**config.mk**
```make
export PLATFORM = sky130hd
export DESIGN_NAME = ttt_move_gen
export DESIGN_NICKNAME = d
export VERILOG_FILES = /design/src/rtl/ttt_move_gen.sv
export SDC_FILE = /design/constraint.sdc
export NUM_CORES = 1
export LEC_CHECK = 0
export BUFFER_PORTS_ARGS = -buffer_cell sky130_fd_sc_hd__buf_2
export CAP_MARGIN = 25
export CORE_MARGIN = 2
export CORE_UTILIZATION = 41
export CTS_CLUSTER_SIZE = 20
export DETAILED_ROUTE_END_ITERATION = 12
export SLEW_MARGIN = 20
export SYNTH_ARGS = -nofsm -noshare
export SYNTH_HDL_FRONTEND = slang
export SYNTH_SLANG_ARGS = --single-unit
```
**constraint.sdc**
```tcl
create_clock -name i_clk -period 11 [get_ports i_clk]
set_clock_uncertainty 0.05 [all_clocks]
set_input_delay 1.65 -clock i_clk [delete_from_list [all_inputs] [get_ports i_clk]]
set_output_delay 1.65 -clock i_clk [all_outputs]
set_load 0.03 [all_outputs]
```
**src/rtl/ttt_move_gen.sv**
```systemverilog
// Tic-tac-toe computer move generator: scans latched boards for a win, then a block,
// then a positional preference, one candidate per clock, answering via req/valid.
module ttt_move_gen #(
  parameter bit WIN_EN   = 1'b1,
  parameter bit BLOCK_EN = 1'b1
) (
  input  logic       i_clk,
  input  logic       i_reset,
  input  logic       i_req,
  input  logic [8:0] i_player_board,
  input  logic [8:0] i_computer_board,
  output logic       o_busy,
  output logic       o_move_valid,
  output logic [3:0] o_move_idx,
  output logic [8:0] o_move_onehot,
  output logic       o_no_move,
  output logic       o_err
);

  localparam logic [2:0] ST_IDLE  = 3'd0;
  localparam logic [2:0] ST_WIN   = 3'd1;
  localparam logic [2:0] ST_BLOCK = 3'd2;
  localparam logic [2:0] ST_PREF  = 3'd3;
  localparam logic [2:0] ST_RESP  = 3'd4;

  localparam logic [2:0] ST_FIRST     = WIN_EN ? ST_WIN : (BLOCK_EN ? ST_BLOCK : ST_PREF);
  localparam logic [2:0] ST_AFTER_WIN = BLOCK_EN ? ST_BLOCK : ST_PREF;

  // Three cell indices of line k, packed {a, b, c}.
  function automatic logic [11:0] line_cells(input logic [2:0] k);
    case (k)
      3'd0:    line_cells = {4'd0, 4'd1, 4'd2};
      3'd1:    line_cells = {4'd3, 4'd4, 4'd5};
      3'd2:    line_cells = {4'd6, 4'd7, 4'd8};
      3'd3:    line_cells = {4'd0, 4'd3, 4'd6};
      3'd4:    line_cells = {4'd1, 4'd4, 4'd7};
      3'd5:    line_cells = {4'd2, 4'd5, 4'd8};
      3'd6:    line_cells = {4'd0, 4'd4, 4'd8};
      default: line_cells = {4'd2, 4'd4, 4'd6};
    endcase
  endfunction

  function automatic logic [3:0] pref_cell(input logic [3:0] k);
    case (k)
      4'd0:    pref_cell = 4'd4;
      4'd1:    pref_cell = 4'd0;
      4'd2:    pref_cell = 4'd2;
      4'd3:    pref_cell = 4'd6;
      4'd4:    pref_cell = 4'd8;
      4'd5:    pref_cell = 4'd1;
      4'd6:    pref_cell = 4'd3;
      4'd7:    pref_cell = 4'd5;
      default: pref_cell = 4'd7;
    endcase
  endfunction

  logic [2:0] r_state;
  logic [3:0] r_cnt;
  logic [8:0] r_p;
  logic [8:0] r_c;
  logic [3:0] r_move_idx;
  logic [8:0] r_move_onehot;
  logic       r_no_move;
  logic       r_err;

  logic [2:0]  w_state_nxt;
  logic [3:0]  w_cnt_nxt;
  logic [8:0]  w_p_nxt;
  logic [8:0]  w_c_nxt;
  logic [3:0]  w_move_idx_nxt;
  logic [8:0]  w_move_onehot_nxt;
  logic        w_no_move_nxt;
  logic        w_err_nxt;

  logic [8:0]  w_empty;
  logic [8:0]  w_own;
  logic        w_overlap;
  logic [11:0] w_line;
  logic [3:0]  w_a;
  logic [3:0]  w_b;
  logic [3:0]  w_c3;
  logic        w_hit_ab;
  logic        w_hit_ac;
  logic        w_hit_bc;
  logic        w_hit;
  logic [3:0]  w_hit_cell;
  logic [3:0]  w_pref;

  assign w_empty   = ~(r_p | r_c);
  assign w_own     = (r_state == ST_BLOCK) ? r_p : r_c;
  assign w_overlap = |(r_p & r_c);
  assign w_line    = line_cells(r_cnt[2:0]);
  assign w_a       = w_line[11:8];
  assign w_b       = w_line[7:4];
  assign w_c3      = w_line[3:0];

  // A hit is two owned cells plus an empty third; the empty one is the move.
  assign w_hit_ab   = w_own[w_a] & w_own[w_b] & w_empty[w_c3];
  assign w_hit_ac   = w_own[w_a] & w_own[w_c3] & w_empty[w_b];
  assign w_hit_bc   = w_own[w_b] & w_own[w_c3] & w_empty[w_a];
  assign w_hit      = w_hit_ab | w_hit_ac | w_hit_bc;
  assign w_hit_cell = w_hit_ab ? w_c3 : (w_hit_ac ? w_b : w_a);
  assign w_pref     = pref_cell(r_cnt);

  always_comb begin
    w_state_nxt       = r_state;
    w_cnt_nxt         = r_cnt;
    w_p_nxt           = r_p;
    w_c_nxt           = r_c;
    w_move_idx_nxt    = r_move_idx;
    w_move_onehot_nxt = r_move_onehot;
    w_no_move_nxt     = r_no_move;
    w_err_nxt         = r_err;
    case (r_state)
      ST_IDLE: begin
        if (i_req) begin
          w_p_nxt           = i_player_board;
          w_c_nxt           = i_computer_board;
          w_cnt_nxt         = 4'd0;
          w_move_idx_nxt    = 4'd0;
          w_move_onehot_nxt = 9'd0;
          w_no_move_nxt     = 1'b0;
          w_err_nxt         = 1'b0;
          w_state_nxt       = ST_FIRST;
        end
      end
      ST_WIN, ST_BLOCK: begin
        if (w_overlap) begin
          w_err_nxt     = 1'b1;
          w_no_move_nxt = 1'b1;
          w_state_nxt   = ST_RESP;
        end else if (w_hit) begin
          w_move_idx_nxt    = w_hit_cell;
          w_move_onehot_nxt = 9'd1 << w_hit_cell;
          w_state_nxt       = ST_RESP;
        end else if (r_cnt == 4'd7) begin
          w_cnt_nxt   = 4'd0;
          w_state_nxt = (r_state == ST_WIN) ? ST_AFTER_WIN : ST_PREF;
        end else begin
          w_cnt_nxt = r_cnt + 4'd1;
        end
      end
      ST_PREF: begin
        if (w_overlap) begin
          w_err_nxt     = 1'b1;
          w_no_move_nxt = 1'b1;
          w_state_nxt   = ST_RESP;
        end else if (w_empty[w_pref]) begin
          w_move_idx_nxt    = w_pref;
          w_move_onehot_nxt = 9'd1 << w_pref;
          w_state_nxt       = ST_RESP;
        end else if (r_cnt == 4'd8) begin
          w_no_move_nxt = 1'b1;
          w_state_nxt   = ST_RESP;
        end else begin
          w_cnt_nxt = r_cnt + 4'd1;
        end
      end
      ST_RESP: begin
        w_cnt_nxt   = 4'd0;
        w_state_nxt = ST_IDLE;
      end
      default: begin
        w_cnt_nxt   = 4'd0;
        w_state_nxt = ST_IDLE;
      end
    endcase
  end

  always_ff @(posedge i_clk) begin
    if (i_reset) begin
      r_state       <= ST_IDLE;
      r_cnt         <= 4'd0;
      r_p           <= 9'd0;
      r_c           <= 9'd0;
      r_move_idx    <= 4'd0;
      r_move_onehot <= 9'd0;
      r_no_move     <= 1'b0;
      r_err         <= 1'b0;
    end else begin
      r_state       <= w_state_nxt;
      r_cnt         <= w_cnt_nxt;
      r_p           <= w_p_nxt;
      r_c           <= w_c_nxt;
      r_move_idx    <= w_move_idx_nxt;
      r_move_onehot <= w_move_onehot_nxt;
      r_no_move     <= w_no_move_nxt;
      r_err         <= w_err_nxt;
    end
  end

  assign o_busy        = (r_state == ST_WIN) || (r_state == ST_BLOCK) || (r_state == ST_PREF);
  assign o_move_valid  = (r_state == ST_RESP);
  assign o_move_idx    = r_move_idx;
  assign o_move_onehot = r_move_onehot;
  assign o_no_move     = r_no_move;
  assign o_err         = r_err;

endmodule
```
# Yosys cells after proc, flatten, opt, wreduce, memory -nomap -nowiden
# Memories as Yosys holds them, arrays and structs flattened. A register that Yosys moved wholly into a read port is not among the register bits.
# Index checks and enable logic that the tools add are counted.
# word_totals
reg_bits,40
latchBits,0
ramBits,0
mem_bits_ro,32
inputBits,21
out_inout_bits,17
memories,1
# op_classes
n_addsub,1
mul,0
div_mod_pow,0
n_lt_le_gt_ge,4
n_eq_ne,26
n_shift,2
muxes,56
n_bitwise,11
reduce_logical,15
# memory_table
name,words,width,rd,rd_ports_with_merged_regs,wr,line_no,source
(name not given),8,4,1,1,0,44,case (k)
# ops
cell,n
$pmux W11 S7,1
$mux W4,14
$mux W9,6
$bmux W1 S4,7
$mux W3,9
$pmux W9 S3,1
$pmux W4 S3,2
$lt A4 B5 Y1 const B,4
$ne A2 B2 Y1 const B,9
$shl A1 B4 Y9 const A,2
$mux W1,13
$eq A3 B2 Y1 const B,4
$eq A3 B3 Y1 const B,4
$reduce_and A6 Y1,2
$and A9 B9 Y9,1
$not A9 Y9,1
$or A9 B9 Y9,1
$pmux W3 S3,1
$reduce_or A9 Y1,1
$ne A4 B4 Y1 const B,2
$and A1 B1 Y1,6
$eq A3 B1 Y1 const B,2
$logic_not A3 Y1,2
$ne A3 B3 Y1 const B,2
other kinds (15),18

# Logic depth before layout (Yosys ltp)
# Gate-level depths: netlist (run 1).
# depth
ltp_word,13
ltp_mapped,17
ltp_nobuf,15

# Worst setup path after synthesis (run 1)
# Ideal clock, no wire load.
# synth_timing
path_type,register -> register
from,register r_cnt[0]
to,register with a tool-made name
setup_time_ps,121
arrival_ps,3569
t_required_ps,10829
path_slack_ps,7260
path_stages_with_launch,16
period_less_slack_ps,3740
path_cell_list,dfxtp_1 -> inv_1 -> ha_1 -> buf_2 -> or2_2 -> a21oi_2 -> mux2_2 -> o2bb2ai_1 -> a221oi_2 -> a221o_1 -> o21a_4 -> o21a_1 -> nor3_1 -> inv_1 -> ha_1 -> mux2_4
# synth_rtl
element,line_no,source
start: declaration,58,logic [3:0] r_cnt;
start signal: assignment,182,r_cnt <= w_cnt_nxt;

# Worst setup path after layout (run 1)
# layout_timing
from,register r_cnt[1]
to,register r_move_onehot[1] (netlist: o_move_onehot[1])
# layout_via
elab_chain_cells,12
word_cells_on_any_way,36
# layout_lines
element,line_no,source
"$eq A3 B3 Y1, or another cell as far along",31,case (k)
$pmux W11 S7 (*),31,
$bmux W1 S4 (on tied branches),"98, 99, 100",
$mux W1 (on tied branches),"98, 99, 100",
$and A1 B1 Y1 (2 in series),99,assign w_hit_ac = w_own[w_a] & w_own[w_c3] & w_empty[w_b];
$mux W4 (2 in series),102,assign w_hit_cell = w_hit_ab ? w_c3 : (w_hit_ac ? w_b : w_a);
$shl A1 B4 Y9,134,w_move_onehot_nxt = 9'd1 << w_hit_cell;
$mux W9,132,end else if (w_hit) begin
$mux W9,128,if (w_overlap) begin
$pmux W9 S3,114,case (r_state)
end signal: assignment,186,r_move_onehot <= w_move_onehot_nxt;
end: declaration,62,logic [8:0] r_move_onehot;
# Every way passes the cells marked *; elsewhere a longest branch is shown, timed or not. The select of a mux whose other input is x is not followed.
# A chain may end at the register's enable or synchronous reset.

==> impl_metrics.ini, run 1 <==
[critical_path]
reg2reg_from = r_cnt[1]
rr_worst_depth = 10
cp_data_required_time_ns = 11.19
end_kind = flop
crit_type = flop to flop
critical_path.max_fanout = 14
crit_arrival_ns = 4.71
startpoint_type = flop
r2r-end = o_move_onehot[1]
critPathCapture = o_move_onehot[1]
startpoint = r_cnt[1]
rrSetupSlack_ns = 6.48

[global_routing]
grt_pass1_wl_um = 14590
antenna_found_initial = 0
grt_max_degree = 35
gr-total-overflow = 0
grt_pass1_vias = 2848
grt_usage_pct = 21.52

[pwr]
p_leak_nw = 1.297
irDropWorstVdd_mv = 0.1406
seq_power_share_pct = 23.8
switching_share_pct = 51.34
p_total_mw = 1.041
p_sw_uw = 534.4
p_int_uw = 506.4
combPwrFrac_pct = 66.9
clockPowerShare_pct = 9.3
p_per_area_mw_per_mm2 = 305.9

[cells_and_area]
num_antenna_cells = 0
drive_gt1_share_pct = 18.40
fin_nets = 443
area_delta_synth_final_pct = 9.328
final_util_pct = 46.65

[cts]
cts.path.max_buffers = 2
cts_root_buf = clkbuf_8
cts_hold_buf = 0
clock_latency_ns = 0.29
cts.htree.levels = 2
clk_pin_slew_ns = 0.08
cts.sinks = 44
numCtsBuffers = 5
cts_tree = done
cts_setup_buffers = 0
cts_resized = 0

[synth]
syn_area_mm2 = 0.003112
yosysMostFrequentCell = nand2_1
yosysSeqAreaShare_pct = 28.31
async_reset_ff_share_pct = 0
synth_commonest_cells = 46 x nand2_1, 44 x dfxtp_1, 39 x nor2_1, 38 x a21oi_1, 14 x nor3_1
ys_seq_elements = 44
synth_area_leader_cell = dfxtp_1
synthDistinctLibCells = 79
synthesis.nets = 421
yosys_warnings = 0
synth.avg_cell_area_um2 = 7.958
synth_edf_count = 0
yosys_most_used_dff = dfxtp_1
synth.area.top_cells = dfxtp_1 28%, a21oi_1 6.1%, nand2_1 5.5%, nor2_1 4.7%, ha_1 3.6%
synthCells = 391
synth.top_cell.area_share_pct = 28.31

[timing]
final_max_slew_viol_count = 0
max_freq_mhz = 221.1
tightest_slew_ns = 0.8160
fin_crit_sh_pct = 41.11
hold_viol_final = 0
timing.slew.headroom_pct = 45.43
rsz0062_at_grt = false
hold_ws_ns = 0.4188
fin_setup_tns_ns = 0
setup_violations = 0
fin_crit_ns = 4.523
setup_ws_ns = 6.477

[drt]
antenna_left = 0
vias = 3072
drc = 0
wl_met1_um = 4085
routedWlPerCell_um = 16.90
met2_length_um = 3882
met3_length_um = 538
first_pass_iters = 5
routed_wl_um = 8652
initialDrtViolationCount = 199
dr.max_layer_used = met4
via_per_inst = 6.000

[die]
fp.dieW_um = 91.12
core_mm2 = 0.007292
ioPinCount = 38
initial_core_util_pct = 42.67
rows = 31
die_area_mm2 = 0.008303
die_h_um = 91.12

[placement]
numPortBuffers = 37
pre_cts_ws_ns = 6.613
gp_congestion = 0.9610
dpl.hpwl_um = 6571

[outcome]
status = finished, final reports clean

[min_path]
hold_class = flop to flop

[flow_run]
cap_violations = 0
## worst min path at each step
stage / to / depth (start not counted) / slack (ns) / startpoint
6_report: o_no_move / 2 / 0.42 / o_no_move
3_5_place_dp: o_no_move / 2 / 0.40 / o_no_move
5_1_grt: o_move_idx[3] / 1 / 0.45 / o_move_idx[3]
3_3_place_gp: o_no_move / 2 / 0.40 / o_no_move
4_1_cts: o_no_move / 2 / 0.42 / o_no_move
2_1_floorplan: r_p[7] / 2 / 0.41 / r_p[7]
## routing by layer
metal / track usage (%) / vias to the layer above
met5: 0 / -
met4: 7.197 / 0
met3: 2.241 / 13
met2: 33.70 / 108
met1: 30.82 / 1449
li1: - / 1502
## kinds of logic after synthesis
family	Yosys count	share of synthesized area, %
flops	44	28.31
mux	15	5.710
simple gates	158	26.26
fa+ha+maj	10	3.941
buf+inv	35	5.106
compound gates	128	30.40
xor+xnor	1	0.2815
## registers in the layout (all words and copies together), names as in the netlist, named ones only
| register | count |
|---|---|
| r_state | 3 |
| r_cnt | 4 |
| r_c | 9 |
| o_move_onehot | 9 |
| o_no_move | 1 |
| o_err | 1 |
| r_p | 9 |
| o_move_idx | 4 |
## layout make-up
class                           count  area (um2)
Clock inverter                      2       12.51
Clock buffer                        5       68.82
Tap cell                           99       123.9
Sequential cell                    44       880.8
Timing Repair Buffer               38       192.7
Multi-Input combinational cell    312        2077
Inverter                           12       46.29
Fill cell                         757        3890
## layout by cell type (no fill, tap or decap), types with 3 or more instances in the layout
cell	Yosys	layout
a21oi_1	38	38
a211oi_1	11	11
nor4bb_1	7	7
nand3b_1	4	4
nand2_1	46	46
and2_1	4	4
inv_1	11	11
clkbuf_8	0	5
ha_1	9	9
a22o_1	9	9
a21o_1	4	4
o21ai_0	10	10
buf_2	9	37
a31oi_1	5	5
nor3_1	14	14
dfxtp_1	44	44
nand2b_1	5	5
nand3_1	9	9
or2_2	6	6
nor2b_1	6	6
o21a_1	4	4
nor2_1	39	39
a22oi_1	3	3
mux2i_1	10	10
## through the flow
| step | cell area [um2] | instances |
|---|---|---|
| 5_1_grt | 3402 | 512 |
| 3_3_place_gp | 3313 | 504 |
| 4_1_cts | 3395 | 511 |
| 2_1_floorplan | 3112 | 391 |
| 3_5_place_dp | 3313 | 504 |
| 6_report | 3402 | 512 |
## power by group through the flow
stage	Clock (mW)	Combinational [mW]	Sequential, mW
after floorplan	0	0.532	0.247
after global placement	0	0.687	0.249
after detailed placement	0	0.681	0.251
after CTS	0.101	0.685	0.247
after global routing	0.106	0.769	0.254
final	0.0965	0.696	0.248
## critical path, stage by stage (launching register included)
cell and delay (ns):
dfxtp_1 0.39, inv_1 0.10, ha_1 0.35, or2_1 0.28, o32ai_1 0.68, nand3_1 0.27
a222oi_1 0.54, a221oi_1 0.17, a21oi_1 0.67, nor4bb_1 0.74, a22o_1 0.23
(Power assumes the default switching activity.)
==> run 2: changes to the inputs <==
==> constraint.sdc (replaced) <==
create_clock -name i_clk -period 3.7 [get_ports i_clk]
set_clock_uncertainty 0.05 [all_clocks]
set_input_delay 0.555 -clock i_clk [delete_from_list [all_inputs] [get_ports i_clk]]
set_output_delay 0.555 -clock i_clk [all_outputs]
set_load 0.03 [all_outputs]
==> impl_metrics.ini, run 2 (synthesis gave the netlist of run 1 again) <==
[cells_and_area]
fin_nets = 500
final_common_cell = buf_4
drive_gt1_share_pct = 33.33
area_delta_synth_final_pct = 29.79
final_cells = 570
num_antenna_cells = 0
final_cell_mix = 56 x buf_4, 45 x nand2_1, 43 x dfxtp_1, 38 x nor2_1

[die]
initial_core_util_pct = 42.67
die_area_mm2 = 0.008303
fp.dieW_um = 91.12
ioPinCount = 38
core_mm2 = 0.007292
rows = 31
die_h_um = 91.12

[cts]
cts.path.max_buffers = 2
numCtsBuffers = 5
cts.htree.levels = 2
cts_hold_buf = 0
cts.sinks = 44
cts_root_buf = clkbuf_8
clk_pin_slew_ns = 0.08
cts_tree = done
clock_latency_ns = 0.29

[critical_path]
startpoint_type = flop
reg2reg_from = r_cnt[0]
cp_data_required_time_ns = 3.84
critical_path.max_fanout = 8
rr_worst_depth = 16
crit_arrival_ns = 3.75
startpoint = r_cnt[0]
crit_type = flop to flop
end_kind = flop

[timing]
timing.slew.headroom_pct = 44.72
setup_violations = 0
fin_setup_tns_ns = 0
tightest_slew_ns = 0.8267
fin_crit_sh_pct = 97.54
fin_crit_ns = 3.609
hold_viol_final = 0
final_max_slew_viol_count = 0
max_freq_mhz = 277.1

[pwr]
p_int_mw = 2.017
clockPowerShare_pct = 7.8
p_sw_mw = 1.810
p_per_area_mw_per_mm2 = 947.6
combPwrFrac_pct = 74.2
p_leak_nw = 1.595
switching_share_pct = 47.31
irDropWorstVdd_mv = 0.5376
seq_power_share_pct = 18.0

[drt]
routedWlPerCell_um = 16.78
first_pass_iters = 5
via_per_inst = 5.786
vias = 3298
initialDrtViolationCount = 218
drc = 0
routed_wl_um = 9567
antenna_left = 0

[min_path]
min_from = o_no_move
hold_class = flop to flop
min_path_cells = 2

[global_routing]
grt-busiest-layer = met2
grt_pass1_vias = 3082
grt_use_met1_pct = 31.80
met2_usage_pct = 37.96
antenna_found_initial = 0
grt_max_degree = 35
met3_usage_pct = 2.988
grt_usage_pct = 23.04
grt_pass1_wl_um = 15510
gr-total-overflow = 0

[placement]
numPlacedInstances = 553
numPortBuffers = 37
dpl.hpwl_um = 7358
gp_congestion = 0.9341

[outcome]
status = finished, final reports clean

[flow_run]
cap_violations = 0
==> run 2: changes by cell type in the layout (fill, tap and decap cells not counted), moves of 2 or more <==
| cell | delta |
|---|---|
| buf_4 | +55 |
| ha_1 | -8 |
| a211oi_1 | -4 |
| ha_2 | +4 |
| ha_4 | +4 |
| a211oi_2 | +3 |
| buf_6 | +2 |
| clkinv_2 | -2 |
| inv_1 | -2 |
==> run 2: power groups by stage <==
stage	logic, mW	registers (mW)	clock network [mW]
5_1_grt	3.07	0.705	0.326
6_report	2.84	0.689	0.298
2_1_floorplan	1.59	0.735	0
3_5_place_dp	2.47	0.693	0
3_3_place_gp	2.48	0.689	0
4_1_cts	2.49	0.683	0.309
==> run 2: timing repair <==
action / in CTS / in global routing
buffers inserted: 0 / 9
gates cloned: 0 / 0
pin swaps: 1 / 14
setup endpoints to repair: 3 / 11
hold endpoints to repair: 0 / 0
resized for setup: 3 / 35
==> run 2: final cells by class <==
type	count	area, um2
Clock inverter	2	16.27
Multi-Input combinational cell	312	2262
Clock buffer	6	72.57
Inverter	12	51.30
Fill cell	743	3253
Sequential cell	44	884.6
Tap cell	99	123.9
Timing Repair Buffer	95	628.1
==> run 2: final timing paths <==
path / to / slack (ns)
min: o_no_move / 0.42
min reg2reg: o_no_move / 0.42
max: o_move_onehot[2] / 0.09
max reg2reg: o_move_onehot[2] / 0.09
==> run 2: per-stage QoR <==
| stage | utilization, % | power (mW) | setup slack [ns] | area (um2) | hold slack, ns |
|---|---|---|---|---|---|
| detailed placement | 50.58 | 3.160 | -0.1047 | 3689 | 0.4085 |
| finish | 55.39 | 3.827 | 0.09087 | 4039 | 0.4199 |
| global route | 55.39 | 4.099 | -0.07403 | 4039 | 0.4410 |
| CTS | 51.97 | 3.486 | 0.02140 | 3790 | 0.4268 |
| global placement | 50.58 | 3.171 | -0.01569 | 3689 | 0.3947 |
| floorplan | - | 2.326 | 0.01873 | 3119 | 0.4077 |
==> run 2: critical path, stage by stage (launching register included) <==
cell	delay, ns
dfxtp_4	0.37
buf_6	0.12
ha_4	0.18
or2_1	0.25
o32a_1	0.35
buf_6	0.15
mux2i_1	0.11
mux4_2	0.52
nand2_4	0.09
buf_4	0.11
buf_4	0.10
a22oi_1	0.08
a221o_1	0.37
a32oi_1	0.19
nor4bb_1	0.08
buf_4	0.18
a22o_1	0.19
==> run 2: metal layers <==
layer,vias up,routed length (um),share of wire (%)
li1,1615,-,-
met5,-,0,0
met2,112,4466,47
met3,13,524,5.5
met4,0,154,1.6
met1,1558,4423,46
==> run 3: changes to the inputs <==
--- a/config.mk
+++ b/config.mk
@@ -5,6 +5,7 @@
 export SDC_FILE = /design/constraint.sdc
 export NUM_CORES = 1
 export LEC_CHECK = 0
+export ABC_AREA = 1
 export BUFFER_PORTS_ARGS = -buffer_cell sky130_fd_sc_hd__buf_2
 export CAP_MARGIN = 25
 export CORE_MARGIN = 2
==> impl_metrics.ini, run 3 <==
[placement]
gp_congestion = 1.063
numPortBuffers = 37
numPlacedInstances = 626
dpl.hpwl_um = 7122
dpl_cell_area_mm2 = 0.003396

[pwr]
p_per_area_mw_per_mm2 = 1045
p_leak_nw = 1.773
irDropWorstVdd_mv = 0.3970

[synth]
yosysSeqAreaShare_pct = 28.28
yosysMostFrequentCell = nand2_1
synthCells = 497
synth_commonest_cells = 124 x nand2_1, 59 x nand3_1, 57 x nor2_1, 52 x inv_1, 44 x dfxtp_1
synthesis.nets = 527
synth.top_cell.area_share_pct = 28.28
synth.avg_cell_area_um2 = 6.266
yosys_warnings = 0
async_reset_ff_share_pct = 0
ys_seq_elements = 44
synthDistinctLibCells = 37
synth.area.top_cells = dfxtp_1 28%, nand2_1 15%, nand3_1 9.5%, nor2_1 6.9%, inv_1 6.3%
synth_area_leader_cell = dfxtp_1
syn_area_mm2 = 0.003114
synth_edf_count = 0
yosys_most_used_dff = dfxtp_1

[cells_and_area]
final_cell_mix = 124 x nand2_1, 59 x nand3_1, 57 x nor2_1, 52 x inv_1, 44 x dfxtp_1
n_fill_cell = 792
register_area_um2 = 880.8
final_cells = 633
drive_gt1_share_pct = 17.04
fin_nets = 564
area_delta_synth_final_pct = 13.18
multi_input_area_mm2 = 0.001938
fin_area_mm2 = 0.003525
final_common_cell = nand2_1
num_antenna_cells = 0

[timing]
final_max_slew_viol_count = 0
hold_viol_final = 0
fin_crit_sh_pct = 88.54
timing.slew.headroom_pct = 45.84
setup_violations = 0
fin_setup_tns_ns = 0
tightest_slew_ns = 0.8116
rsz0062_at_grt = false
fin_crit_ns = 3.276
max_freq_mhz = 305.3

[cts]
clk_pin_slew_ns = 0.09
cts_setup_buffers = 0
cts_root_buf = clkbuf_8
cts.sinks = 44
cts.htree.levels = 2
cts_tree = done
cts_resized = 0
cts_hold_buf = 0
clock_latency_ns = 0.30
numCtsBuffers = 5
cts.path.max_buffers = 2

[critical_path]
end_kind = flop
startpoint_type = flop
reg2reg_from = r_cnt[1]
crit_arrival_ns = 3.42
rr_worst_depth = 22
rrSetupSlack_ns = 0.42
cp_data_required_time_ns = 3.85
critical_path.max_fanout = 7
crit_type = flop to flop

[drt]
via_per_inst = 5.321
first_pass_iters = 8
drc = 0
met3_length_um = 633
dr.max_layer_used = met4
routed_wl_um = 8938
initialDrtViolationCount = 323
wl_met1_um = 4106
routedWlPerCell_um = 14.12
met2_length_um = 4087
antenna_left = 0
vias = 3368

[die]
initial_core_util_pct = 42.71
core_mm2 = 0.007292
fp.dieW_um = 91.16
rows = 31
die_area_mm2 = 0.008309
die_h_um = 91.16
ioPinCount = 38

[min_path]
hold_class = flop to flop
min_from = o_move_idx[3]
whs_endpoint = o_move_idx[3]
min_path_cells = 2

[global_routing]
grt_pass1_wl_um = 14880
grt_max_degree = 30
gr-total-overflow = 0
grt_usage_pct = 22.15
grt_pass1_vias = 3114
antenna_found_initial = 0

[flow_run]
cap_violations = 0

[outcome]
status = finished, final reports clean
## run 3: cell count changes after synthesis, sizes merged, moves of 6 or more
| cell | delta |
|---|---|
| nor4bb | -7 |
| nand3 | +59 |
| nor2b | -6 |
| buf | -10 |
| nor2 | +22 |
| o21ai | +21 |
| a22o | -9 |
| nand4 | +11 |
| inv | +49 |
| mux2i | -11 |
| nor3 | -10 |
| nand2 | +97 |
| or2 | -7 |
| a211oi | -12 |
## run 3: power breakdown
group | switching (mW) | internal [mW] | total, mW
logic | 1.78 | 0.760 | 2.54
registers | 0.103 | 0.608 | 0.711
clock network | 0.171 | 0.266 | 0.437
total | 2.05 | 1.63 | 3.68
## run 3: worst max-delay path by stage
stage             start   end  cells past startpoint
6_report       r_cnt[1]  flop                     22
5_1_grt        r_cnt[0]  flop                     22
4_1_cts        r_cnt[1]  flop                     22
3_5_place_dp   r_cnt[1]  flop                     22
3_3_place_gp   r_cnt[1]  flop                     22
2_1_floorplan  r_cnt[1]  flop                     24
## run 3: worst max-delay path, cell delays in order (launching register included)
cell and delay, ns:
dfxtp_1 0.41, inv_1 0.12, ha_1 0.28, nor2_1 0.25
nand2_2 0.11, nand3_1 0.23, clkinv_1 0.18, nand3_1 0.11
nand3_1 0.08, nand2_1 0.07, inv_1 0.05, nand3_2 0.09
nand4_1 0.16, nand2_2 0.17, nand3_4 0.11, nand2_1 0.08
nand2_1 0.06, nand2_2 0.10, inv_1 0.05, ha_1 0.26
inv_1 0.03, nand2_1 0.05, nand2_1 0.04
## run 3: final cells by class
| class | count | share of cell area (%) |
|---|---|---|
| multi-input combinational | 380 | 54.99 |
| sequential | 44 | 24.99 |
| inverter | 62 | 6.745 |
| timing repair buffer | 41 | 6.106 |
| tap | 99 | 3.514 |
| clock buffer | 5 | 1.952 |
| clock inverter | 2 | 1.704 |
## run 3: per-layer routing
metal	vias up	global-route usage, %
met3	11	3.651
met2	131	36.60
li1	1707	-
met4	0	5.682
met5	-	0
met1	1519	29.97
## run 3: kinds of logic (layout without fill, tap and decap cells)
family,after synthesis,count (layout),share of synthesized area [%]
buffers and inverters,73,110,9.482
AND/OR/NAND/NOR,291,291,44.76
AO/OA/AOI/OAI,80,80,13.86
flip-flops,44,44,28.28
adder cells (fa/ha/maj),9,9,3.616
## run 3: stage by stage
stage / power [mW] / hold slack (ns) / utilization, % / setup slack (ns)
3_3_place_gp: 3.243 / 0.3996 / 46.57 / 0.4563
5_1_grt: 4.031 / 0.4246 / 48.34 / 0.06470
3_5_place_dp: 3.218 / 0.4038 / 46.57 / 0.4928
6_report: 3.683 / 0.4132 / 48.34 / 0.4242
2_1_floorplan: 2.660 / 0.4075 / - / 0.9122
4_1_cts: 3.658 / 0.4180 / 48.34 / 0.4676
